==> src/rtl/vram_arbiter.sv <==
// ---------------------------------------------------------------------------
// vram_arbiter
//
// Shares the single-port 8K x 16 VRAM between the video scanout fetcher
// (read-only) and the CPU (read/write). Every access is sequenced through a
// small FSM. Video wins ties, but after MAX_VID_BURST consecutive video
// grants made while the CPU is waiting, the CPU is guaranteed the next slot.
//
// Ports:
//   clk, reset              system clock, asynchronous active-high reset
//   vid_req / vid_addr      video read request (level) and word address
//   vid_ack                 one-cycle pulse, video request accepted
//   vid_rdata / vid_rvalid  registered video read data and its valid pulse
//   cpu_req / cpu_we        CPU request (level), 1 = write / 0 = read
//   cpu_addr / cpu_wdata    CPU address and write data, sampled at grant
//   cpu_ack                 one-cycle pulse, CPU request accepted
//   cpu_rdata / cpu_rvalid  registered CPU read data and its valid pulse
//   cpu_busy                combinational stall to the CPU's mem_busy
//   ram_addr / ram_wdata    registered VRAM address and write data
//   ram_we                  registered VRAM write enable
//   ram_rdata               VRAM read data, one clock after address sample
// ---------------------------------------------------------------------------
module vram_arbiter #(
    parameter int ADDR_W        = 13,
    parameter int MAX_VID_BURST = 4
) (
    input  logic              clk,
    input  logic              reset,

    input  logic              vid_req,
    input  logic [ADDR_W-1:0] vid_addr,
    output logic              vid_ack,
    output logic [15:0]       vid_rdata,
    output logic              vid_rvalid,

    input  logic              cpu_req,
    input  logic              cpu_we,
    input  logic [ADDR_W-1:0] cpu_addr,
    input  logic [15:0]       cpu_wdata,
    output logic              cpu_ack,
    output logic [15:0]       cpu_rdata,
    output logic              cpu_rvalid,
    output logic              cpu_busy,

    output logic [ADDR_W-1:0] ram_addr,
    output logic [15:0]       ram_wdata,
    output logic              ram_we,
    input  logic [15:0]       ram_rdata
);

    typedef enum logic [2:0] {
        IDLE,
        V_ADDR,
        V_DATA,
        C_ADDR,
        C_DATA,
        C_WR
    } state_t;

    // Streak limit as a 4-bit value so it compares directly with the counter.
    localparam logic [3:0] MAX_STREAK = 4'(MAX_VID_BURST);

    state_t            state_q, state_d;
    logic [3:0]        streak_q, streak_d;
    logic [ADDR_W-1:0] ram_addr_q, ram_addr_d;
    logic [15:0]       ram_wdata_q, ram_wdata_d;
    logic              ram_we_q, ram_we_d;
    logic              vid_ack_q, vid_ack_d;
    logic              cpu_ack_q, cpu_ack_d;
    logic [15:0]       vid_rdata_q, vid_rdata_d;
    logic              vid_rvalid_q, vid_rvalid_d;
    logic [15:0]       cpu_rdata_q, cpu_rdata_d;
    logic              cpu_rvalid_q, cpu_rvalid_d;

    logic              vid_grant;

    // Video wins unless the CPU is waiting and video has used up its streak.
    assign vid_grant = vid_req && (!cpu_req || (streak_q < MAX_STREAK));

    // Next-state and next-output logic. Pulses (acks, rvalids, ram_we)
    // default low so each is high for exactly one cycle; address, write
    // data and read data registers default to holding their value.
    always_comb begin
        state_d      = state_q;
        streak_d     = streak_q;
        ram_addr_d   = ram_addr_q;
        ram_wdata_d  = ram_wdata_q;
        ram_we_d     = 1'b0;
        vid_ack_d    = 1'b0;
        cpu_ack_d    = 1'b0;
        vid_rdata_d  = vid_rdata_q;
        vid_rvalid_d = 1'b0;
        cpu_rdata_d  = cpu_rdata_q;
        cpu_rvalid_d = 1'b0;

        case (state_q)
            IDLE: begin
                // An idle slot with no CPU waiting ends any video streak.
                if (!cpu_req) begin
                    streak_d = 4'd0;
                end

                if (vid_grant) begin
                    state_d    = V_ADDR;
                    ram_addr_d = vid_addr;
                    vid_ack_d  = 1'b1;
                    if (cpu_req) begin
                        streak_d = (streak_q >= MAX_STREAK) ? MAX_STREAK
                                                            : streak_q + 4'd1;
                    end
                end else if (cpu_req) begin
                    ram_addr_d = cpu_addr;
                    cpu_ack_d  = 1'b1;
                    streak_d   = 4'd0;
                    if (cpu_we) begin
                        state_d     = C_WR;
                        ram_wdata_d = cpu_wdata;
                        ram_we_d    = 1'b1;
                    end else begin
                        state_d = C_ADDR;
                    end
                end
            end

            // The RAM samples ram_addr on the edge leaving *_ADDR, and its
            // data is captured on the edge leaving *_DATA.
            V_ADDR: state_d = V_DATA;

            V_DATA: begin
                state_d      = IDLE;
                vid_rdata_d  = ram_rdata;
                vid_rvalid_d = 1'b1;
            end

            C_ADDR: state_d = C_DATA;

            C_DATA: begin
                state_d      = IDLE;
                cpu_rdata_d  = ram_rdata;
                cpu_rvalid_d = 1'b1;
            end

            // ram_we falls back to its low default here, ending the write.
            C_WR: state_d = IDLE;

            default: state_d = IDLE;
        endcase
    end

    // State and output registers; reset abandons any access in flight.
    always_ff @(posedge clk or posedge reset) begin
        if (reset) begin
            state_q      <= IDLE;
            streak_q     <= 4'd0;
            ram_addr_q   <= '0;
            ram_wdata_q  <= 16'd0;
            ram_we_q     <= 1'b0;
            vid_ack_q    <= 1'b0;
            cpu_ack_q    <= 1'b0;
            vid_rdata_q  <= 16'd0;
            vid_rvalid_q <= 1'b0;
            cpu_rdata_q  <= 16'd0;
            cpu_rvalid_q <= 1'b0;
        end else begin
            state_q      <= state_d;
            streak_q     <= streak_d;
            ram_addr_q   <= ram_addr_d;
            ram_wdata_q  <= ram_wdata_d;
            ram_we_q     <= ram_we_d;
            vid_ack_q    <= vid_ack_d;
            cpu_ack_q    <= cpu_ack_d;
            vid_rdata_q  <= vid_rdata_d;
            vid_rvalid_q <= vid_rvalid_d;
            cpu_rdata_q  <= cpu_rdata_d;
            cpu_rvalid_q <= cpu_rvalid_d;
        end
    end

    // A pending video request also stalls the CPU, since video wins ties.
    assign cpu_busy   = (state_q != IDLE) || vid_req;

    assign ram_addr   = ram_addr_q;
    assign ram_wdata  = ram_wdata_q;
    assign ram_we     = ram_we_q;
    assign vid_ack    = vid_ack_q;
    assign cpu_ack    = cpu_ack_q;
    assign vid_rdata  = vid_rdata_q;
    assign vid_rvalid = vid_rvalid_q;
    assign cpu_rdata  = cpu_rdata_q;
    assign cpu_rvalid = cpu_rvalid_q;

endmodule

==> config.mk <==
export PLATFORM = sky130hd
export DESIGN_NAME = vram_arbiter
export DESIGN_NICKNAME = d
export VERILOG_FILES = /design/src/rtl/vram_arbiter.sv
export SDC_FILE = /design/constraint.sdc
export NUM_CORES = 1
export LEC_CHECK = 0
export BUFFER_PORTS_ARGS = -buffer_cell sky130_fd_sc_hd__buf_2
export CAP_MARGIN = 20
export CORE_UTILIZATION = 29
export DETAILED_ROUTE_END_ITERATION = 7
export HOLD_SLACK_MARGIN = 0.12
export PLACE_DENSITY = 0.64
export SYNTH_ARGS = -nofsm -noshare
export SYNTH_HDL_FRONTEND = slang
export SYNTH_SLANG_ARGS = --single-unit
export TNS_END_PERCENT = 30
==> constraint.sdc <==
create_clock -name clk -period 2.7 [get_ports clk]
set_input_delay 0.54 -clock clk [delete_from_list [all_inputs] [get_ports clk]]
set_output_delay 0.54 -clock clk [all_outputs]
set_load 0.01 [all_outputs]
* Word-level counts from Yosys, hierarchy flattened
Index checks and enable logic that the tools add are counted.
Widths: inputs -> output; s select.
** Cells by class
- $lt $le $gt $ge :: 2
- Add/sub/neg operators :: 1
- Bitwise logic cells :: 1
- Reductions and logical operators :: 9
- Equal/unequal tests :: 5
- Muxes and demuxes :: 20
** Operator list (number)
- $mux 13 :: 2
- $mux 4 :: 3
- $mux 1 :: 11
- $mux 3 :: 3
- $pmux 3 s3 :: 1
- $eq 3x2->1 const B :: 2
- $add 4x1->4 const B :: 1
- $ge 4x3->1 const B :: 1
- $lt 4x3->1 const B :: 1
- $reduce_and 4->1 :: 1
- $eq 3x1->1 const B :: 1
- $eq 3x3->1 const B :: 1
- $logic_not 3->1 :: 1
- $ne 3x3->1 const B :: 1
- $reduce_bool 3->1 :: 1
- $logic_or 1x1->1 :: 2
- $reduce_and 2->1 :: 1
- $reduce_bool 2->1 :: 1
- $logic_and 1x1->1 :: 1
- $logic_not 1->1 :: 1
- $not 1->1 :: 1
** Storage, ports and cells
- Logic and storage cells :: 49
- Input port bits :: 63
- Output and inout port bits :: 67
- Register bits :: 73

* Longest topological paths before layout
Gate-level depths: netlist of run 1.
- Word-level depth :: 5
- Mapped depth :: 6

* Worst setup path before layout of run 1
Ideal clock, no wire load.
- Path type :: register -> register
- From :: reg state_q[2]
- To :: reg ram_wdata_q[0], in the netlist ram_wdata[0]
- Required time :: 2.575 ns
- Period minus slack after synthesis :: 1.895 ns
- Slack :: 0.805 ns
- Cell stages (with the launch flop) :: 6
- Arrival :: 1.770 ns
- Path through :: dfrtp_1 or3_1 buf_6 a211oi_4 buf_12 mux2_4
** On the way
- Cells in the longest elaborated chain, start to end :: 2
** Ends and longest elaborated chain
- start: declaration :: line 63 : state_t state_q, state_d;
- start signal: assignment :: line 165 : state_q <= state_d;
- $logic_not 3->1 :: line 96 : case (state_q)
- $reduce_and 4->1 (no source line)
- end signal: assignment :: line 168 : ram_wdata_q <= ram_wdata_d;
- end: declaration :: line 66 : logic [15:0] ram_wdata_q, ram_wdata_d;
No other way between the ends.
A chain may end at the register's enable or synchronous reset.

* Worst setup path in the final report of run 1
- From :: reg state_q[2]
- To :: out cpu_busy
** On the way
- Cells in the longest elaborated chain, start to end :: 2
** Ends and longest elaborated chain
- $reduce_bool 3->1 :: line 180 : assign cpu_busy = (state_q != IDLE) || vid_req;
- $logic_or 1x1->1 :: line 180
- end: declaration :: line 43 : output logic cpu_busy,
No other way between the ends.

==> flow_summary.yaml, run 1 <==
logic_synthesis:
  syn_nets: 286
  synth_edf_count: 0
  yosys.cell_types.count: 30
  yosysWarnings: 0
  synth_ff_type: "dfrtp_1"
  async_flop_share_pct: 100.0
  ys_ff_latch: 73
  syn_area_mm2: 0.002980
  syn-instance-count: 222
  syn_avg_cell_area_um2: 13.43
  ys_seq_area_share_pct: 61.29
timing:
  fin_skew_ns: 0.006790
  rsz0062_at_grt: "no"
  min_period_ns: 2.044
  setup_viol: 0
  fin_crit_sh_pct: 75.70
  final_hold_viol_count: 0
  timing.final.ws_setup_ns: 0.6562
  fmax_mhz: 489.3
  drv_slew: 0
  relSlewSlack_pct: 44.29
  fin_tns_setup_ns: 0
  tightest_slew_ns: 0.8344
drt:
  drt_iter0_markers: 43
  top_layer: "met4"
  drc: 0
  met3_wirelength_um: 454
  firstDrtPassIters: 4
  drt_wl_total_mm: 6.624
  viasPerCell: 4.587
  ant_nets: 0
  wl_met2_mm: 3.187
  vias: 2252
  drt-met1-wl_mm: 2.851
  wl_per_cell_um: 13.49
cts:
  postCtsSetupBuffers: 0
  cts_tree: "built"
  clock_path_buffers: 2
  htreeDepth: 3
  clk_latency_ns: 0.33
  cts-root-buf: "clkbuf_8"
  hold_buffers: 0
  path_clk_slew_ns: 0.07
  cts_sinks: 73
  cts.repair.resized: 0
  cts_buffers: 9
layout:
  fin_area_mm2: 0.003991
  area_growth_pct: 33.92
  nFillCells: 954
  antenna_cells: 0
  fin_nets: 417
  multi_input_area_mm2: 0.001062
  seq_area_mm2: 0.001827
  drive_gt1_share_pct: 57.82
die:
  die_y_um: 103.4
  core_mm2: 0.009864
  dieWidth_um: 103.4
  die-area_mm2: 0.01069
  rows: 36
  ios: 130
  initial_core_util_pct: 30.21
run:
  drv_cap: 0
power_and_ir_drop:
  p_leak_nw: 1.917
  max-vdd-ir-drop_v: 0.0004246
  p_per_area_mw_per_mm2: 1149
worst_hold_path:
  min-delay-path-class: "in -> async"
worst_setup_path:
  critPathMaxStageDelay_ns: 0.48
  path_class: "reg -> out"
  cp_top_family: "simple AND/OR/NAND/NOR gates"
  worstPathRequired_ns: 2.16
  worstPathMaxFanout: 7
  crit_path_top_delay_cell: "nor3_2"
  cp_num_buf_inv: 1
  endpoint_kind: "output port"
  cp.arrival_ns: 1.50
  crit_chain: "nor3_2, nand2_1, buf_2"
  worstSetupStartpointType: "register"
global_routing:
  grt_pass1_wl_mm: 10.43
  grt_pass1_vias: 2216
  grt_max_degree: 41
  overflow: 0
  antenna_found_initial: 0
  track_usage_pct: 12.81
placed_design:
  pre_cts_ws_ns: 0.5422
  hpwl_mm: 4.850
  placed_area_mm2: 0.003762
  portBuffers: 129
  gp_congestion: 0.7846
run_status:
  status: "complete, no violations"
## worst paths after layout
kind,depth (start not counted),endpoint,from,slack [ns]
max,3,cpu_busy,state_q[2]$_DFFE_PP0P_,0.66
min,2,cpu_rdata[0]$_DFFE_PP0P_,reset,0.37
max reg2reg,4,ram_wdata[6]$_DFFE_PP0P_,state_q[2]$_DFFE_PP0P_,0.73
min reg2reg,2,streak_q[1]$_DFFE_PP0P_,streak_q[1]$_DFFE_PP0P_,0.50
max in group asynchronous,3,streak_q[0]$_DFFE_PP0P_,reset,1.65
min in group clk,2,ram_wdata[12]$_DFFE_PP0P_,cpu_wdata[12],0.43
## per-layer routing
metal / up-vias / track usage (%)
li1: 1062 / -
met1: 1085 / 15.67
met2: 91 / 21.19
met3: 14 / 3.226
met4: 0 / 6.067
met5: - / 0
## layout by cell type, fill, tap and decap left out, types with 2 or more instances in the layout
master	synthesis	layout
bufinv_16	0	2
nand2_1	8	8
buf_4	0	4
mux2_4	9	9
nor3_1	2	2
clkinv_2	0	2
o21ai_0	15	15
dfrtp_1	73	73
clkbuf_8	0	11
nand3_1	13	13
nor2_1	2	2
a21oi_1	14	14
and2_2	2	2
mux2_2	39	39
inv_1	3	2
buf_2	3	129
a31oi_1	14	14
## worst register-to-register path: stages, from the launching register on
cell,delay [ns]
dfrtp_1,0.45
or3_1,0.53
a211oi_4,0.20
buf_4,0.31
mux2_2,0.38
## synth_stat cells, types with 2 or more instances
| master | instances | share of area (%) |
|---|---|---|
| dfrtp_1 | 73 | 61 |
| mux2_2 | 39 | 15 |
| o21ai_0 | 15 | 2.5 |
| a21oi_1 | 14 | 2.4 |
| a31oi_1 | 14 | 2.9 |
| nand3_1 | 13 | 2.2 |
| clkbuf_1 | 9 | 1.1 |
| mux2_4 | 9 | 4.5 |
| nand2_1 | 8 | 1.0 |
| buf_2 | 3 | 0.50 |
| inv_1 | 3 | 0.38 |
| and2_2 | 2 | 0.50 |
| nor2_1 | 2 | 0.25 |
| nor3_1 | 2 | 0.34 |
## per-stage QoR
stage	total power [W]	hold WS (ns)	cells	utilization, %
after floorplan	0.002974	0.4521	222	-
after global placement	0.003647	0.4743	475	38.14
after detailed placement	0.003698	0.4903	475	38.14
after CTS	0.004661	0.3884	491	40.46
after global routing	0.004942	0.4157	491	40.46
final	0.004585	0.3688	491	40.46
## cell families after synthesis
kind of cell / synth area share [%]
flops: 61.29
fa+ha+maj: 0.4197
simple gates: 6.760
mux: 19.27
compound gates: 9.194
buf+inv: 3.064
## report_power, final
part	internal, W	switching [W]	total [W]
Clock	0.000567	0.000379	0.000947
Sequential	0.00161	0.000268	0.00188
Combinational	0.000898	0.000858	0.00176
## layout make-up
| cell class | count | area share (%) |
|---|---|---|
| Sequential cell | 73 | 45.77 |
| Multi-Input combinational cell | 132 | 26.61 |
| Timing Repair Buffer | 134 | 17.43 |
| Tap cell | 133 | 4.169 |
| Clock buffer | 11 | 3.793 |
| Clock inverter | 5 | 1.944 |
| Inverter | 3 | 0.2821 |
## flip-flops by register name, indices dropped and copies added (netlist names)
register / cells
cpu_ack: 1
cpu_rdata: 16
cpu_rvalid: 1
ram_addr: 13
ram_wdata: 16
ram_we: 1
state_q: 3
streak_q: 4
vid_ack: 1
vid_rdata: 16
vid_rvalid: 1
(Power assumes the default switching activity.)
==> inputs of run 2 (changes only) <==
==> constraint.sdc (replaced) <==
create_clock -name clk -period 1.9 [get_ports clk]
set_input_delay 0.38 -clock clk [delete_from_list [all_inputs] [get_ports clk]]
set_output_delay 0.38 -clock clk [all_outputs]
set_load 0.01 [all_outputs]
==> run 2 against run 1 <==
Compared with the run above: setup slack worse by 0.52 ns; sequential power increased by 41%; clock-buffer cell count grew 1; clock power increased by 5.5%; first-iteration DRC count is 14% lower; largest power group is now combinational cells.
==> flow_summary.yaml, run 2 (same netlist as run 1, synthesis figures left out) <==
layout:
  fin_nets: 426
  final_cells: 497
  final_cell_mix: "buf_2 (129), dfrtp_1 (73), mux2_2 (39)"
  area_growth_pct: 34.84
  fin_area_mm2: 0.004019
  nFillCells: 983
  antenna_cells: 0
  layout_commonest_cell: "buf_2"
  drive_gt1_share_pct: 57.97
power_and_ir_drop:
  max-vdd-ir-drop_v: 0.0004906
  comb_power_share_pct: 42.3
  seqPwrFrac_pct: 41.9
  sw_frac_of_total_pct: 33.98
  p_per_area_mw_per_mm2: 1573
  clkPwrFrac_pct: 15.8
  power_switching_w: 0.002148
  p_leak_nw: 1.929
  p_int_w: 0.004173
run_status:
  status: "complete, no violations"
die:
  rows: 36
  die-area_mm2: 0.01069
  ios: 130
  dieWidth_um: 103.4
  die_y_um: 103.4
  initial_core_util_pct: 30.21
  core_mm2: 0.009864
drt:
  vias: 2265
  wl_per_cell_um: 13.62
  drc: 0
  firstDrtPassIters: 4
  ant_nets: 0
  drt_iter0_markers: 37
  viasPerCell: 4.557
  drt_wl_total_mm: 6.769
placed_design:
  portBuffers: 129
  placed_area_mm2: 0.003851
  hpwl_mm: 4.846
  dp.cells: 483
  gp_congestion: 0.7756
global_routing:
  grt_max_degree: 74
  grt_use_met3_pct: 3.898
  met2_usage_pct: 22.31
  top_usage_layer: "met2"
  met1_usage_pct: 14.80
  overflow: 0
  grt_pass1_vias: 2244
  antenna_found_initial: 0
  grt_pass1_wl_mm: 10.45
  track_usage_pct: 13.17
worst_setup_path:
  path_class: "reg -> out"
  worstPathRequired_ns: 1.52
  worstSetupStartpointType: "register"
  reg2regPathDepth: 4
  worstPathMaxFanout: 5
  endpoint_kind: "output port"
  cp.arrival_ns: 1.39
cts:
  cts_sinks: 73
  htreeDepth: 3
  clk_latency_ns: 0.34
  path_clk_slew_ns: 0.07
  cts_tree: "built"
  hold_buffers: 0
  clock_path_buffers: 2
  cts_buffers: 9
  cts-root-buf: "clkbuf_8"
worst_hold_path:
  min-delay-path-class: "in -> async"
timing:
  setup_viol: 0
  rsz0062_at_grt: "no"
  fmax_mhz: 566.0
  fin_crit_sh_pct: 92.99
  drv_slew: 0
  relSlewSlack_pct: 52.56
  fin_tns_setup_ns: 0
  final_hold_viol_count: 0
  fin_skew_ns: 0.01045
  min_period_ns: 1.767
  tightest_slew_ns: 0.7112
  whs_ns: 0.1483
run:
  drv_cap: 0
==> run 2: cell types whose count changed in the layout (fill, tap and decap cells not counted) <==
cell       change
buf_12         +2
buf_4          +6
buf_6          +1
bufinv_16      -2
clkbuf_1       +2
clkbuf_8       -1
clkinv_2       -1
inv_2          -1
nor3_2         -1
nor3_4         +1
==> run 2: routing by layer <==
layer / vias up / wire [um] / share of wire (%)
li1: 1075 / - / -
met2: 70 / 3326 / 49
met3: 10 / 383 / 5.7
met1: 1110 / 2925 / 43
met4: 0 / 133 / 2.0
met5: - / 0 / 0
==> run 2: power by group through the flow <==
stage / registers, W / clock network (W) / logic (W)
floorplan: 0.00302 / 0 / 0.00121
global placement: 0.00266 / 0 / 0.00261
detailed placement: 0.00268 / 0 / 0.00267
CTS: 0.00266 / 0.00105 / 0.00271
global route: 0.00275 / 0.00111 / 0.00296
finish: 0.00265 / 0.000999 / 0.00267
==> run 2: area by class of cell <==
class / count / area (um2) / area share [%]
flip-flops and latches: 73 / 1827 / 45.45
multi-input cells: 132 / 1069 / 26.59
repair buffers: 143 / 792.0 / 19.71
well taps: 133 / 166.4 / 4.141
clock buffers: 12 / 145.1 / 3.611
inverters: 3 / 15.01 / 0.3736
clock inverters: 1 / 5.005 / 0.1245
==> run 2: metrics by stage <==
| stage | total power [W] | worst slack, ns | utilization (%) |
|---|---|---|---|
| 4_1_cts | 0.006421 | 0.06591 | 40.68 |
| 3_3_place_gp | 0.005270 | 0.2383 | 39.04 |
| 6_report | 0.006321 | 0.1332 | 40.74 |
| 3_5_place_dp | 0.005350 | 0.1997 | 39.04 |
| 2_1_floorplan | 0.004227 | 0.004837 | - |
| 5_1_grt | 0.006812 | 0.04180 | 40.74 |
==> run 2: worst paths after layout <==
kind,startpoint,endpoint,slack [ns]
hold / removal,reset,ram_wdata[8]$_DFFE_PP0P_,0.15
hold reg to reg,cpu_rdata[12]$_DFFE_PP0P_,cpu_rdata[12]$_DFFE_PP0P_,0.50
max in group asynchronous,reset,ram_addr[6]$_DFFE_PP0P_,1.46
setup / recovery,state_q[2]$_DFFE_PP0P_,cpu_busy,0.13
setup reg to reg,state_q[2]$_DFFE_PP0P_,ram_wdata[6]$_DFFE_PP0P_,0.20
min in group clk,cpu_wdata[8],ram_wdata[8]$_DFFE_PP0P_,0.27
==> run 2: worst max-delay path: stages, from the launching register on <==
cell and delay [ns]:
dfrtp_1 0.38, buf_4 0.16, nor3_4 0.19, buf_6 0.12
nand2_1 0.05, buf_2 0.15
==> run 2: what timing repair did <==
item	CTS	global route
setup buffers	1	0
endpoints found under the setup margin	1	1
gates resized for setup	1	1
==> inputs of run 3 (changes only) <==
==> constraint.sdc (replaced) <==
create_clock -name clk -period 1.8 [get_ports clk]
set_input_delay 0.36 -clock clk [delete_from_list [all_inputs] [get_ports clk]]
set_output_delay 0.36 -clock clk [all_outputs]
set_load 0.01 [all_outputs]
==> run 3 against run 2 <==
Compared with the run above: global-route usage hardly changed; die area stayed put; sequential power is 6% higher; via count is 1.3% higher; first-iteration DRC count stayed put; cell count is 0.40% higher; clock skew is 0.0010 ns lower; combinational power is 7.9% higher; critical path type unchanged; largest power group unchanged; highest routed layer unchanged.
==> flow_summary.yaml, run 3 (same netlist as run 1, synthesis figures left out) <==
run_status:
  status: "complete, no violations"
cts:
  clk_latency_ns: 0.34
  htreeDepth: 3
  cts-root-buf: "clkbuf_8"
  clock_path_buffers: 2
  cts_buffers: 9
  hold_buffers: 0
  cts_tree: "built"
  cts_sinks: 73
  path_clk_slew_ns: 0.07
worst_setup_path:
  ff2ff_setup_slack_ns: 0.11
  worstPathMaxFanout: 4
  worstSetupStartpointType: "register"
  crit_start: "state_q[1]$_DFFE_PP0P_"
  path_class: "reg -> out"
  endpoint_kind: "output port"
  cp.arrival_ns: 1.38
  worstPathRequired_ns: 1.44
  r2r_start: "state_q[2]$_DFFE_PP0P_"
placed_design:
  dp.cells: 484
  portBuffers: 129
  hpwl_mm: 4.956
  gp_congestion: 0.7109
  pre_cts_ws_ns: 0.1122
layout:
  area_growth_pct: 36.40
  nFillCells: 973
  antenna_cells: 0
  final_cell_mix: "buf_2 (128), dfrtp_1 (73), mux2_2 (39)"
  layout_commonest_cell: "buf_2"
  fin_nets: 428
  final_cells: 499
  drive_gt1_share_pct: 58.74
die:
  dieWidth_um: 103.4
  ios: 130
  rows: 36
  die_y_um: 103.4
  core_mm2: 0.009864
  die-area_mm2: 0.01069
  initial_core_util_pct: 30.21
timing:
  fin_crit_sh_pct: 96.44
  rsz0062_at_grt: "no"
  timing.final.ws_setup_ns: 0.06415
  final_hold_viol_count: 0
  fmax_mhz: 576.1
  relSlewSlack_pct: 54.51
  tightest_slew_ns: 0.6820
  fin_tns_setup_ns: 0
  setup_viol: 0
  drv_slew: 0
  min_period_ns: 1.736
  fin_skew_ns: 0.009442
  whs_ns: 0.1375
drt:
  firstDrtPassIters: 4
  wl_per_cell_um: 13.70
  viasPerCell: 4.599
  drt_iter0_markers: 37
  drc: 0
  ant_nets: 0
  drt_wl_total_mm: 6.836
  vias: 2295
power_and_ir_drop:
  max-vdd-ir-drop_v: 0.0005276
  p_per_area_mw_per_mm2: 1677
  power_w: 0.006818
  p_leak_nw: 1.951
run:
  drv_cap: 0
global_routing:
  grt_pass1_vias: 2239
  grt_pass1_wl_mm: 10.54
  antenna_found_initial: 0
  track_usage_pct: 13.13
  grt_max_degree: 40
  overflow: 0
worst_hold_path:
  min-delay-path-class: "in -> async"
[run 3: cell types whose count changed in the layout (fill, tap and decap cells not counted)]
cell      before  now
buf_2        129  128
buf_4         10   11
buf_6          1    3
clkbuf_1       2    1
clkbuf_8      10   12
clkinv_2       1    0
nand2_1        8    7
nand2_2        0    1
[run 3: per-stage QoR]
stage	area (um2)	util (%)
final	4065	41.21
after global routing	4065	41.21
after CTS	4045	41.01
after detailed placement	3859	39.12
after global placement	3859	39.12
after floorplan	2984	-
[run 3: timing repair]
action                     4_1_cts  5_1_grt
gates resized for setup          2        3
buffers inserted                 1        1
pin swaps                        0        1
setup endpoints to repair        1        1
[run 3: metal layers]
| metal | GRT usage [%] | vias up | share of wire, % |
|---|---|---|---|
| met5 | 0 | - | 0 |
| met4 | 6.501 | 0 | 1.7 |
| met3 | 3.091 | 11 | 5.7 |
| met2 | 22.82 | 69 | 51 |
| met1 | 15.16 | 1138 | 41 |
| li1 | - | 1077 | - |
[run 3: path summary, 6_finish.rpt]
kind | endpoint | cells past startpoint
max | cpu_busy | 5
min | vid_rdata[9]$_DFFE_PP0P_ | 3
max reg2reg | ram_wdata[6]$_DFFE_PP0P_ | 4
min reg2reg | vid_rdata[0]$_DFFE_PP0P_ | 1
max in group asynchronous | vid_rdata[14]$_DFFE_PP0P_ | 3
min in group clk | ram_wdata[11]$_DFFE_PP0P_ | 2
[run 3: area by class of cell]
type | count | area, um2 | area share [%]
Tap cell | 133 | 166.4 | 4.094
Timing Repair Buffer | 145 | 817.0 | 20.10
Clock buffer | 13 | 168.9 | 4.155
Sequential cell | 73 | 1827 | 44.94
Multi-Input combinational cell | 132 | 1071 | 26.35
Inverter | 3 | 15.01 | 0.3693
[run 3: power breakdown]
| group | leakage [nW] | switching, W | total [W] | internal (W) |
|---|---|---|---|---|
| sequential | 0.876 | 0.000379 | 0.00280 | 0.00242 |
| clock | 0.0875 | 0.000546 | 0.00114 | 0.000592 |
| combinational | 0.987 | 0.00136 | 0.00288 | 0.00152 |
[run 3: worst max-delay path: stages (launching register included)]
cell and delay [ns]:
dfrtp_1 0.40, buf_6 0.13, nor3_4 0.19, buf_6 0.13, nand2_2 0.06, buf_6 0.13
